[src/rtl/fp_addsub_pipe.sv]
// Pipelined floating-point adder/subtractor: input register, align, add, then
// normalize/round/pack into the output register. One global stall enable holds every stage.
module fp_addsub_pipe #(
    parameter int EXP_W = 8,
    parameter int MAN_W = 23
) (
    input  logic                   clk,
    input  logic                   rst_n,
    input  logic                   in_valid,
    output logic                   in_ready,
    input  logic [EXP_W+MAN_W:0]   number1,
    input  logic [EXP_W+MAN_W:0]   number2,
    input  logic                   op,
    output logic                   out_valid,
    input  logic                   out_ready,
    output logic [EXP_W+MAN_W:0]   result,
    output logic                   flag_invalid,
    output logic                   flag_overflow,
    output logic                   flag_underflow
);
    localparam int W   = 1 + EXP_W + MAN_W;
    localparam int SW  = MAN_W + 4;  // hidden + fraction + guard, round, sticky
    localparam int LZW = $clog2(SW + 1);
    localparam int XW  = ((EXP_W > LZW) ? EXP_W : LZW) + 2;
    localparam int MRW = MAN_W + 2;
    localparam logic [EXP_W-1:0] EXP_ONES = '1;

    logic adv;
    assign adv      = !out_valid || out_ready;
    assign in_ready = adv;

    // Stage 0: operand capture
    logic         v0, op0;
    logic [W-1:0] a0, b0;

    // NOTE: sequential state uses non-blocking assignments so every stage samples pre-edge values.
    always_ff @(posedge clk or negedge rst_n) begin
        if (!rst_n) begin
            v0  <= 1'b0;
            op0 <= 1'b0;
            a0  <= '0;
            b0  <= '0;
        end else if (adv) begin
            v0  <= in_valid;
            op0 <= op;
            a0  <= number1;
            b0  <= number2;
        end
    end

    // Stage 1: decode, specials, magnitude compare, alignment
    logic             sa, sb, za, zb, nan_a, nan_b, inf_a, inf_b, a_big, eff_sub, sign_l;
    logic [EXP_W-1:0] ea, eb, el, es, diff;
    logic [W-2:0]     mag_a, mag_b;
    logic [SW-1:0]    sig_a, sig_b, sig_l, sig_s, sig_sh, sig_al;
    logic             spec, spec_inv;
    logic [W-1:0]     spec_res;

    // NOTE: every always_comb output gets a default first so no path can infer a latch.
    always_comb begin
        sa      = a0[W-1];
        sb      = b0[W-1] ^ op0;
        ea      = a0[W-2:MAN_W];
        eb      = b0[W-2:MAN_W];
        za      = (ea == '0);
        zb      = (eb == '0);
        nan_a   = (ea == EXP_ONES) && (a0[MAN_W-1:0] != '0);
        nan_b   = (eb == EXP_ONES) && (b0[MAN_W-1:0] != '0);
        inf_a   = (ea == EXP_ONES) && (a0[MAN_W-1:0] == '0);
        inf_b   = (eb == EXP_ONES) && (b0[MAN_W-1:0] == '0);
        eff_sub = sa ^ sb;
        mag_a   = za ? '0 : a0[W-2:0];
        mag_b   = zb ? '0 : b0[W-2:0];
        sig_a   = za ? '0 : {1'b1, a0[MAN_W-1:0], 3'b000};
        sig_b   = zb ? '0 : {1'b1, b0[MAN_W-1:0], 3'b000};
        a_big   = (mag_a >= mag_b);
        sign_l  = a_big ? sa : sb;
        el      = a_big ? ea : eb;
        es      = a_big ? eb : ea;
        sig_l   = a_big ? sig_a : sig_b;
        sig_s   = a_big ? sig_b : sig_a;
        diff    = el - es;
        sig_sh  = sig_s >> diff;
        if (32'(diff) >= MAN_W + 3)
            sig_al = {{(SW-1){1'b0}}, |sig_s};
        else
            sig_al = sig_sh | SW'((sig_sh << diff) != sig_s);

        spec     = 1'b0;
        spec_inv = 1'b0;
        spec_res = '0;
        if (nan_a || nan_b || (inf_a && inf_b && eff_sub)) begin
            spec     = 1'b1;
            spec_inv = 1'b1;
            spec_res = {1'b0, EXP_ONES, 1'b1, {(MAN_W-1){1'b0}}};
        end else if (inf_a) begin
            spec     = 1'b1;
            spec_res = {sa, EXP_ONES, {MAN_W{1'b0}}};
        end else if (inf_b) begin
            spec     = 1'b1;
            spec_res = {sb, EXP_ONES, {MAN_W{1'b0}}};
        end
    end

    logic             v1, spec1, inv1, sign1, sub1;
    logic [W-1:0]     sres1;
    logic [EXP_W-1:0] exp1;
    logic [SW-1:0]    sigl1, sigs1;

    always_ff @(posedge clk or negedge rst_n) begin
        if (!rst_n) begin
            v1 <= 1'b0; spec1 <= 1'b0; inv1 <= 1'b0; sign1 <= 1'b0; sub1 <= 1'b0;
            sres1 <= '0; exp1 <= '0; sigl1 <= '0; sigs1 <= '0;
        end else if (adv) begin
            v1 <= v0; spec1 <= spec; inv1 <= spec_inv; sign1 <= sign_l; sub1 <= eff_sub;
            sres1 <= spec_res; exp1 <= el; sigl1 <= sig_l; sigs1 <= sig_al;
        end
    end

    // Stage 2: significand add/subtract; L >= S so the difference is never negative
    logic [SW:0] sum;
    assign sum = sub1 ? ({1'b0, sigl1} - {1'b0, sigs1}) : ({1'b0, sigl1} + {1'b0, sigs1});

    logic             v2, spec2, inv2, sign2, sub2;
    logic [W-1:0]     sres2;
    logic [EXP_W-1:0] exp2;
    logic [SW:0]      sum2;

    always_ff @(posedge clk or negedge rst_n) begin
        if (!rst_n) begin
            v2 <= 1'b0; spec2 <= 1'b0; inv2 <= 1'b0; sign2 <= 1'b0; sub2 <= 1'b0;
            sres2 <= '0; exp2 <= '0; sum2 <= '0;
        end else if (adv) begin
            v2 <= v1; spec2 <= spec1; inv2 <= inv1; sign2 <= sign1; sub2 <= sub1;
            sres2 <= sres1; exp2 <= exp1; sum2 <= sum;
        end
    end

    // Stage 3: normalize, round to nearest even, range check, pack
    logic [LZW-1:0]   lzc;
    logic [SW-1:0]    norm;
    logic [XW-1:0]    ex;
    logic             rnd, of_n, uf_n;
    logic [MRW-1:0]   mr;
    logic [MAN_W-1:0] frac;
    logic [W-1:0]     res_n;

    always_comb begin
        lzc = LZW'(SW);
        for (int i = 0; i < SW; i++)
            if (sum2[i]) lzc = LZW'(SW - 1 - i);
        if (sum2[SW]) begin
            norm = sum2[SW:1] | SW'(sum2[0]);
            ex   = XW'(exp2) + XW'(1);
        end else begin
            norm = sum2[SW-1:0] << lzc;
            ex   = XW'(exp2) - XW'(lzc);
        end
        rnd  = norm[2] & (norm[1] | norm[0] | norm[3]);
        mr   = {1'b0, norm[SW-1:3]} + MRW'(rnd);
        frac = mr[MAN_W-1:0];
        if (mr[MAN_W+1]) begin
            frac = mr[MAN_W:1];
            ex   = ex + XW'(1);
        end
        of_n = 1'b0;
        uf_n = 1'b0;
        if (sum2 == '0) begin
            // exact cancellation gives +0; like-signed zeros keep their sign
            res_n = {sign2 & !sub2, {(W-1){1'b0}}};
        end else if (ex[XW-1] || ex == '0) begin
            res_n = {sign2, {(W-1){1'b0}}};
            uf_n  = 1'b1;
        end else if (ex >= XW'(EXP_ONES)) begin
            res_n = {sign2, EXP_ONES, {MAN_W{1'b0}}};
            of_n  = 1'b1;
        end else begin
            res_n = {sign2, ex[EXP_W-1:0], frac};
        end
    end

    always_ff @(posedge clk or negedge rst_n) begin
        if (!rst_n) begin
            out_valid <= 1'b0; result <= '0;
            flag_invalid <= 1'b0; flag_overflow <= 1'b0; flag_underflow <= 1'b0;
        end else if (adv) begin
            out_valid      <= v2;
            result         <= !v2 ? '0 : (spec2 ? sres2 : res_n);
            flag_invalid   <= v2 && spec2 && inv2;
            flag_overflow  <= v2 && !spec2 && of_n;
            flag_underflow <= v2 && !spec2 && uf_n;
        end
    end
endmodule

[config.mk]
export PLATFORM = sky130hd
export DESIGN_NAME = fp_addsub_pipe
export DESIGN_NICKNAME = d
export VERILOG_FILES = /design/src/rtl/fp_addsub_pipe.sv
export SDC_FILE = /design/constraint.sdc
export NUM_CORES = 1
export LEC_CHECK = 0
export ABC_AREA = 1
export CAP_MARGIN = 25
export CORE_MARGIN = 4
export CORE_UTILIZATION = 30
export DETAILED_ROUTE_END_ITERATION = 12
export PLACE_DENSITY = 0.49
export SYNTH_ARGS = -nofsm -noshare
export SYNTH_HDL_FRONTEND = slang
export SYNTH_SLANG_ARGS = --single-unit
[constraint.sdc]
create_clock -name clk -period 11.3 [get_ports clk]
set_clock_uncertainty 0.05 [all_clocks]
set_input_delay 1.13 -clock clk [delete_from_list [all_inputs] [get_ports clk]]
set_output_delay 1.13 -clock clk [all_outputs]
set_load 0.05 [all_outputs]
==> impl_summary.log <==
INFO  metric outcome = complete, no violations
INFO  metric maxSlewHeadroom = 0.274
INFO  metric cp.arrival = 8.84 ns
INFO  metric timing.final.crit_period = 8.46 ns
INFO  metric measured_slew_at_the_worst_slew_check_pin = 1.08 ns
INFO  metric critPathMostFrequentCell = sky130_fd_sc_hd__nand2_1
INFO  metric min_setup_slack_post_route = 2.84 ns
INFO  metric post_dp_cell_area = about 0.02 mm²
INFO  metric timing.final.max_slew_violations = 0
INFO  metric whs_path_depth = 2
INFO  metric cp_num_cells = 42
INFO  metric antenna_found_initial = 2
INFO  metric crit_type = register to register
INFO  metric num_vias = 19151
INFO  metric share_of_the_yosys_chip_area_belonging_to_registers = 0.290
INFO  metric cell_count_after_synthesis = 2830
INFO  metric cts_max_path_buffers = 3
INFO  metric row_count = 89
INFO  metric worst-path-buf-inv = 7
INFO  metric worstPathMaxFanout = 69
INFO  metric post-route-period-util = 0.749
INFO  metric final_weighted_congestion_of_routability_driven_global_placement = 0.892
INFO  metric ctsHtreeMaxLevel = 1
INFO  metric synth_nets = 2965
INFO  metric start_util = 0.304
INFO  metric worstHoldPathType = register to register
INFO  metric ports_placed_on_the_boundary = ~110
INFO  metric max_stage_delay = 0.62 ns
INFO  metric netlist_top_cells_area = sky130_fd_sc_hd__dfrtp_1, sky130_fd_sc_hd__nand2_1, sky130_fd_sc_hd__nand3_1, sky130_fd_sc_hd__o21ai_0, sky130_fd_sc_hd__inv_1
INFO  metric drt-total-wl = about 70000 µm
INFO  metric layout.nets = 2985
INFO  metric ys_flop_type = sky130_fd_sc_hd__dfrtp_1
INFO  metric syn2layout_area_growth = 14.6%
INFO  metric grt_overflow = 0
INFO  metric drv_cap = 0
INFO  metric clk_pin_slew_worst_paths = 0.06 ns
INFO  metric tritoncts_num_sinks = 209
INFO  metric report.final.hold_viol_count = 0
INFO  metric dpl_worst_slack = 2.97 ns
INFO  metric postCtsSetupRepairBufs = 0
INFO  metric final_area = 0.0206 mm²
INFO  metric synth_largest_type_area_fraction = 0.290
INFO  metric max_freq = roughly 120 MHz
INFO  metric endpoint_kind = register
INFO  metric setup_viol = 0
INFO  metric die_area = 0.0640 mm²
INFO  metric cts.repair.resized = 0
INFO  metric core_area = 0.0592 mm²
INFO  metric root_buffer = sky130_fd_sc_hd__clkbuf_16
INFO  metric synth.avg_cell_area = 6.37 µm²
INFO  metric post_cts_hold_buffer_count = 0
INFO  metric grt_first_pass_wirelength = 111000 µm
INFO  metric antenna_violating_nets_post_route = 0
INFO  metric io_buffers = between 100 and 150
INFO  metric timing.reg2reg.worst_path_depth = 42
INFO  metric drt_iter0_drc = 1620
INFO  metric yosysWarningCount = 0
INFO  metric tritoncts.num_buffers = 27
INFO  metric dp_hpwl = about 55000 µm
INFO  metric layout_commonest_cell = sky130_fd_sc_hd__nand2_1
INFO  metric yosys.area.top_type = sky130_fd_sc_hd__dfrtp_1
INFO  metric grt_start_max_net_pins = 183
INFO  metric critical_path.slowest_cell = sky130_fd_sc_hd__inv_1
INFO  metric dr.pass1.iters = 5
INFO  metric most_used_cells_in_the_layout_excluding_fill_and_tap_cells = sky130_fd_sc_hd__nand2_1, sky130_fd_sc_hd__nand3_1, sky130_fd_sc_hd__inv_1
INFO  metric netlist_area_pre_place = 0.0180 mm²
INFO  metric clock_insertion_delay_worst_skew = around 0.56 ns
INFO  metric chipHeight = 253 µm
INFO  metric drt_drc_violations_left = 0
INFO  metric tritoncts = done
INFO  metric detail_route.wl_per_cell = 19.6 µm
INFO  metric post_synth_num_cell_types = 59
INFO  metric synth_seq_cells = 209
INFO  metric grt_util_all_layers = 0.219
INFO  metric die_outline_width = 253 µm
INFO  metric path_delay_family = simple AND/OR/NAND/NOR gates
INFO  metric drive_above_1_share = 0.0512
INFO  metric via_count_of_the_first_global_routing_pass = 18555
INFO  metric avgViaCountPerCell = 5.26
INFO  metric setup.worst_path.start_class = register
INFO  metric crit_required = about 12 ns
INFO  metric setup-tns-final = 0 ns
INFO  metric synth_async_sr_flop_share = 1.00
INFO  metric synth_enable_flop_cells = 0
INFO  metric rsz0062_at_grt = false
[per-stage QoR]
step | hold WS [ns] | utilization | instances
after global routing | 0.442 | 0.348 | 3643
after CTS | 0.427 | 0.348 | 3643
final | 0.427 | 0.348 | 3644
after detailed placement | 0.411 | 0.333 | 3594
after global placement | 0.406 | 0.332 | 3589
after floorplan | 0.392 | - | 2830
[cells by family (layout without fill, tap and decap cells)]
kind of cell	Yosys count	after routing	synth area share
buffers and inverters	418	458	0.0903
AND/OR/NAND/NOR	1604	1604	0.389
XOR/XNOR	81	81	0.0394
adder cells (fa/ha/maj)	66	66	0.0462
other	0	1	0
multiplexers	23	23	0.0128
flip-flops	209	209	0.290
AO/OA/AOI/OAI	429	429	0.132
[worst register-to-register path: cells and delay by family, from the launching register on]
| family | cells | cell delay (ns) |
|---|---|---|
| adder cells (fa/ha/maj) | 1 | 0.36 |
| AO/OA/AOI/OAI | 5 | 0.81 |
| buffers and inverters | 7 | 2.39 |
| flip-flops | 1 | 0.41 |
| AND/OR/NAND/NOR | 29 | 4.34 |
[synth_stat cells, types with 22 or more instances]
master                     number
sky130_fd_sc_hd__nor2_1       174
sky130_fd_sc_hd__xnor2_1       33
sky130_fd_sc_hd__a21oi_1      115
sky130_fd_sc_hd__buf_1         35
sky130_fd_sc_hd__nand2_1      854
sky130_fd_sc_hd__o21ai_0      231
sky130_fd_sc_hd__nand4_1       87
sky130_fd_sc_hd__clkbuf_1      94
sky130_fd_sc_hd__nor3_1        27
sky130_fd_sc_hd__dfrtp_1      209
sky130_fd_sc_hd__xor2_1        48
sky130_fd_sc_hd__mux2i_1       22
sky130_fd_sc_hd__nand3_1      396
sky130_fd_sc_hd__ha_1          65
sky130_fd_sc_hd__inv_1        252
[layout make-up]
type	count	area, µm²
sequential	209	5230
clock inverter	8	78.8
antenna	1	2.50
timing repair buffer	142	1350
multi-input combinational	2203	11200
inverter	267	1010
fill	6575	38600
clock buffer	41	828
tap	773	967
[flip-flops by register name, summed over array words and instances (netlist names), 3 cells and up]
name,cells
exp2,8
sigs1,27
sigl1,24
exp1,8
result,32
sum2,28
b0,32
sres2,3
sres1,3
a0,32
[per-layer routing]
layer  up-vias  GRT usage  share of wire
li1       9432          -              -
met1      9005      0.296           0.45
met2       600      0.369           0.47
met3       112     0.0268          0.048
met4         2     0.0662          0.035
met5         -          0        0.00017
[path summary, 6_finish.rpt]
path                            slack [ns]  startpoint         end
min in group asynchronous             0.49       rst_n  result[31]
worst max register to register        2.84      a0[24]    sigs1[0]
worst max-delay path                  2.84      a0[24]    sigs1[0]
worst min register to register        0.43          v0          v1
worst min-delay path                  0.43          v0          v1
max in group asynchronous             9.33       rst_n      b0[23]
Power is not shown: default switching activity piles up to over one toggle a cycle in this logic, so the estimate is an artifact.
